==> config.mk <==
export PLATFORM = sky130hd
export DESIGN_NAME = logic_unit_pipe_flat
export DESIGN_NICKNAME = d
export VERILOG_FILES = /design/src/rtl/logic_unit_pipe_if.sv /design/src/rtl/logic_unit_pipe.sv /design/src/flat_wrapper.sv
export SDC_FILE = /design/constraint.sdc
export NUM_CORES = 1
export LEC_CHECK = 0
export CAP_MARGIN = 20
export CORE_ASPECT_RATIO = 1.4
export CORE_MARGIN = 2
export CORE_UTILIZATION = 48
export DETAILED_ROUTE_END_ITERATION = 6
export PLACE_DENSITY = 0.76
export SYNTH_ARGS = -nofsm -noshare
export SYNTH_HDL_FRONTEND = slang
export SYNTH_SLANG_ARGS = --single-unit
export TNS_END_PERCENT = 100
==> constraint.sdc <==
create_clock -name CLK -period 2.2 [get_ports CLK]
set_input_delay 0.44 -clock CLK [delete_from_list [all_inputs] [get_ports CLK]]
set_output_delay 0.44 -clock CLK [all_outputs]
set_load 0.01 [all_outputs]
==> src/rtl/logic_unit_pipe_if.sv <==
// Handshake bundle for logic_unit_pipe: input offer (operands/op/chain) and registered result.
// master drives the offer and OUT_READY; slave is the pipeline stage.
interface logic_unit_pipe_if #(
  parameter int unsigned WIDTH = 16
);
  logic             IN_VALID;
  logic             IN_READY;
  logic [WIDTH-1:0] A;
  logic [WIDTH-1:0] B;
  logic [2:0]       OP;
  logic             CHAIN;
  logic             OUT_VALID;
  logic             OUT_READY;
  logic [WIDTH-1:0] OUT;
  logic             ZR;
  logic             NG;

  modport master (
    output IN_VALID, A, B, OP, CHAIN, OUT_READY,
    input  IN_READY, OUT_VALID, OUT, ZR, NG
  );

  modport slave (
    input  IN_VALID, A, B, OP, CHAIN, OUT_READY,
    output IN_READY, OUT_VALID, OUT, ZR, NG
  );
endinterface

==> src/rtl/logic_unit_pipe.sv <==
// One-stage registered bitwise logic unit with valid/ready on both sides,
// zero/negative flags, and a chain mode that feeds the last accepted result back as operand A.
module logic_unit_pipe #(
  parameter int unsigned WIDTH = 16
) (
  input  logic               CLK,
  input  logic               RST_N,
  logic_unit_pipe_if.slave   bus
);

  typedef enum logic [2:0] {
    OP_AND  = 3'd0,
    OP_OR   = 3'd1,
    OP_XOR  = 3'd2,
    OP_NAND = 3'd3,
    OP_NOR  = 3'd4,
    OP_XNOR = 3'd5,
    OP_NOT  = 3'd6,
    OP_PASS = 3'd7
  } op_e;

  logic [WIDTH-1:0] r_out;
  logic [WIDTH-1:0] r_acc;
  logic             r_valid;
  logic             r_zr;
  logic             r_ng;

  logic [WIDTH-1:0] w_ea;
  logic [WIDTH-1:0] w_res;
  logic             w_in_ready;
  logic             w_accept;
  logic             w_deliver;

  // Slot is free when empty or being drained this cycle, giving full throughput.
  assign w_in_ready = ~r_valid | bus.OUT_READY;
  assign w_accept   = bus.IN_VALID & w_in_ready;
  assign w_deliver  = r_valid & bus.OUT_READY;
  assign w_ea       = bus.CHAIN ? r_acc : bus.A;

  always_comb begin
    w_res = w_ea;
    case (op_e'(bus.OP))
      OP_AND:  w_res = w_ea & bus.B;
      OP_OR:   w_res = w_ea | bus.B;
      OP_XOR:  w_res = w_ea ^ bus.B;
      OP_NAND: w_res = ~(w_ea & bus.B);
      OP_NOR:  w_res = ~(w_ea | bus.B);
      OP_XNOR: w_res = ~(w_ea ^ bus.B);
      OP_NOT:  w_res = ~w_ea;
      OP_PASS: w_res = w_ea;
      default: w_res = w_ea;
    endcase
  end

  // ACC tracks every accepted result so chaining never waits on delivery.
  always_ff @(posedge CLK or negedge RST_N) begin
    if (!RST_N) begin
      r_out   <= '0;
      r_acc   <= '0;
      r_valid <= 1'b0;
      r_zr    <= 1'b1;
      r_ng    <= 1'b0;
    end else if (w_accept) begin
      r_out   <= w_res;
      r_acc   <= w_res;
      r_valid <= 1'b1;
      r_zr    <= (w_res == '0);
      r_ng    <= w_res[WIDTH-1];
    end else if (w_deliver) begin
      r_valid <= 1'b0;
    end
  end

  assign bus.IN_READY  = w_in_ready;
  assign bus.OUT_VALID = r_valid;
  assign bus.OUT       = r_out;
  assign bus.ZR        = r_zr;
  assign bus.NG        = r_ng;

endmodule

==> src/flat_wrapper.sv <==
// flat-port wrapper written by rule: the top's interface ports become plain ports
module logic_unit_pipe_flat 
#(
  parameter int unsigned WIDTH = 16
)
  (CLK, RST_N, bus_IN_VALID, bus_A, bus_B, bus_OP, bus_CHAIN, bus_OUT_READY, bus_IN_READY, bus_OUT_VALID, bus_OUT, bus_ZR, bus_NG);
  logic_unit_pipe_if #(.WIDTH(WIDTH)) bus_i ();
  input  logic CLK;
  input  logic RST_N;
  input wire logic [$bits(bus_i.IN_VALID)-1:0] bus_IN_VALID;
  input wire logic [$bits(bus_i.A)-1:0] bus_A;
  input wire logic [$bits(bus_i.B)-1:0] bus_B;
  input wire logic [$bits(bus_i.OP)-1:0] bus_OP;
  input wire logic [$bits(bus_i.CHAIN)-1:0] bus_CHAIN;
  input wire logic [$bits(bus_i.OUT_READY)-1:0] bus_OUT_READY;
  output wire logic [$bits(bus_i.IN_READY)-1:0] bus_IN_READY;
  output wire logic [$bits(bus_i.OUT_VALID)-1:0] bus_OUT_VALID;
  output wire logic [$bits(bus_i.OUT)-1:0] bus_OUT;
  output wire logic [$bits(bus_i.ZR)-1:0] bus_ZR;
  output wire logic [$bits(bus_i.NG)-1:0] bus_NG;
  assign bus_i.IN_VALID = bus_IN_VALID;
  assign bus_i.A = bus_A;
  assign bus_i.B = bus_B;
  assign bus_i.OP = bus_OP;
  assign bus_i.CHAIN = bus_CHAIN;
  assign bus_i.OUT_READY = bus_OUT_READY;
  assign bus_IN_READY = bus_i.IN_READY;
  assign bus_OUT_VALID = bus_i.OUT_VALID;
  assign bus_OUT = bus_i.OUT;
  assign bus_ZR = bus_i.ZR;
  assign bus_NG = bus_i.NG;
  logic_unit_pipe #(.WIDTH(WIDTH)) u_core (.CLK(CLK), .RST_N(RST_N), .bus(bus_i));
endmodule
==> impl_metrics.tcl <==
set metrics [dict create \
    outcome "finished with violations" \
    violations "negative setup slack" \
    yosys-mux-area-fraction 0.1166 \
    maxSlewViolCount 0 \
    synth_common_cells "inv_1, ha_1, nand2_1, nand2b_1, mux2i_1" \
    track_usage 0.3145 \
    port_buffers 59 \
    fp.dieH_um 95.76 \
    grtUsageMet1 0.3456 \
    synth-seq-cells 18 \
    ys_seq_area_frac 0.1565 \
    antenna_found_initial 0 \
    async_reset_ff_frac 1.000 \
    synth.avg_cell_area_um2 8.018 \
    dr_total_vias 3740 \
    hp-class "input pin to asynchronous set/reset pin" \
    power_mw 2.829 \
    finalNetCount 588 \
    clk_latency_ns 0.28 \
    synth-edff-count 0 \
    synth_compound_area_frac 0.2297 \
    ys_types 48 \
    synth_area_leader_cell "dfrtp_1" \
    worst_setup_path_end_kind "flop" \
    maxCapViolations 0 \
    cp.required_ns 2.38 \
    grt_start_max_net_pins 26 \
    p_per_area_mw_per_mm2 551.8 \
    die_area_mm2 0.006659 \
    synth_area_leaders "dfrtp_1, ha_1, mux2i_1" \
    wl_per_cell_um 22.48 \
    netlist.area_leader.share 0.1474 \
    ir_drop_mv 0.3906 \
    grt_setup_unrepaired "yes" \
    grt_use_met3 0.03351 \
    met2_usage 0.6058 \
    initial_core_util 0.4958 \
    hold_viol_final 0 \
    clkTransAtPathRegs_ns 0.10 \
    final.fill_count 274 \
    synthFlopType "dfrtp_1" \
    yosys_warnings 0 \
    grt_first_pass_wirelength_um 16940 \
    wl_um 13150 \
    synth_cells 360 \
    netlist_area_mm2 0.002887 \
    area_growth_syn_to_layout_pct 77.59 \
    synthXorXnorAreaFrac 0.04551 \
    fmax_ghz 0.3505 \
    dp_hpwl_um 6240 \
    grt_pass1_vias 3632 \
    tightestPinTransition_ns 0.5539 \
    first_pass_iters 7 \
    synth_nets 432 \
    skew_ns 0.01002 \
    cts-root-buf "clkbuf_8" \
    setup_viol 8 \
    rows 33 \
    worstPathArrival_ns 3.04 \
    drive_above_1_share 0.4350 \
    place_congestion 0.8343 \
    diodes 0 \
    h-tree-depth 1 \
    die_x_um 69.54 \
    viasPerCell 6.393 \
    leakagePower_nw 2.249 \
    yosysMostFrequentCell "inv_1" \
    grt_busiest_layer "met2" \
    drc_errors 0 \
    period_needed_ns 2.853 \
    synth_adder_area_share 0.1387 \
    finalHoldWorstSlack_ns 0.5074 \
    pin_count 60 \
    ant_nets 0 \
    drt-initial-drc-count 393 \
    synth_top_family_by_area "compound AO/OA/AOI/OAI gates" \
    clockBufferDepth 2 \
    final.setup.worst_slack_ns -0.6534 \
    slew-limit-headroom 0.6307 \
    grt-ovfl-total 0 \
    path_class "input pin to flop" \
    synthSimpleGateAreaFrac 0.1933 \
    finalCritPeriodShare 1.297 \
    post-place-ws_ns -1.112 \
    cts.sinks 18 \
    path_max_fanout 3 \
    cp-start-kind "input pin" \
    core_mm2 0.005822 \
    cts_buffers 3 \
    cts_tree "built" \
]
[layout make-up]
class	count	area, um2	share of cell area
Clock buffer	4	55.05	0.01074
Sequential cell	18	451.7	0.08811
Timing Repair Buffer	178	1614	0.3149
Tap cell	70	87.58	0.01709
Multi-Input combinational cell	274	2756	0.5377
Inverter	41	161.4	0.03149
[kinds of logic after synthesis]
kind of cell | after synthesis
flops | 18
xor+xnor | 15
fa+ha+maj | 32
simple gates | 103
compound gates | 94
buf+inv | 68
mux | 30
[where the power goes]
part | total (mW) | switching, mW | internal, mW
logic | 2.02 | 0.912 | 1.11
clock network | 0.315 | 0.155 | 0.160
registers | 0.495 | 0.0878 | 0.407
total | 2.83 | 1.16 | 1.67
[per-layer routing]
metal  up-vias  share of wire  wire, um
met5         -              0         0
met4         0          0.082      1075
li1       1595              -         -
met3        91          0.076       997
met2       273           0.50      6524
met1      1781           0.35      4553
[worst paths after layout]
kind,end,startpoint,cells after the start,slack [ns]
max in group asynchronous,u_core.bus.ZR$_DFFE_PN1P_,RST_N,2,1.39
worst min register to register,u_core.r_acc[2]$_DFFE_PN0P_,u_core.r_acc[2]$_DFFE_PN0P_,1,0.57
min in group CLK,u_core.r_acc[2]$_DFFE_PN0P_,u_core.r_acc[2]$_DFFE_PN0P_,1,0.57
worst max-delay path,u_core.bus.ZR$_DFFE_PN1P_,bus_A[14],11,-0.65
worst max register to register,u_core.bus.ZR$_DFFE_PN1P_,u_core.r_acc[14]$_DFFE_PN0P_,8,-0.44
worst min-delay path,u_core.r_acc[9]$_DFFE_PN0P_,RST_N,2,0.51
[flip-flops by register name, indices dropped and copies added, names as in the netlist]
signal,count
u_core.r_acc,16
u_core.bus.ZR,1
u_core.bus.OUT_VALID,1
[metrics by stage]
step / std cells / utilization / area, um2 / setup TNS [ns]
floorplan: 360 / - / 3082 / -0.3230
global placement: 559 / 0.7483 / 4357 / -9.047
detailed placement: 559 / 0.7483 / 4357 / -10.11
CTS: 587 / 0.8474 / 4933 / -0.6111
global route: 585 / 0.8805 / 5126 / -1.634
finish: 585 / 0.8805 / 5126 / -1.357
[layout by cell type, fill, tap and decap left out, types with 4 or more instances in the layout]
cell,count
xor2_1,10
a22oi_1,5
clkdlybuf4s50_1,42
nor2_1,14
clkbuf_8,4
ha_1,9
a2111oi_4,6
buf_6,4
inv_2,5
mux2_4,5
a21oi_1,10
ha_2,6
buf_12,9
mux2_2,4
xnor2_1,5
dfrtp_1,17
o21ai_1,6
nand2_1,26
nand2b_1,18
nand3_1,4
or2_2,4
dlygate4sd2_1,12
nand2b_4,4
inv_1,32
mux2i_2,4
a211oi_1,8
o22ai_1,9
a21oi_2,4
ha_4,17
o21a_1,4
o31ai_1,6
nor3b_1,13
buf_4,104
mux2i_4,12
nor2b_1,8
a222oi_1,5
o21ai_0,9
o22ai_2,4
[what timing repair did]
item,4_1_cts,5_1_grt
hold buffers,0,0
endpoints found under the setup margin,17,9
cloned,2,0
gates resized for setup,81,45
pin swaps,37,17
setup buffers,25,6
[worst max-delay path: stages]
cell,delay (ns)
clkdlybuf4s50_1,0.53
mux2i_4,0.10
buf_4,0.16
inv_4,0.06
ha_4,0.17
nor3b_2,0.06
o21ai_1,0.29
o2111a_1,0.30
o22ai_1,0.13
or4_4,0.50
o31ai_2,0.28
(Power assumes the default switching activity.)
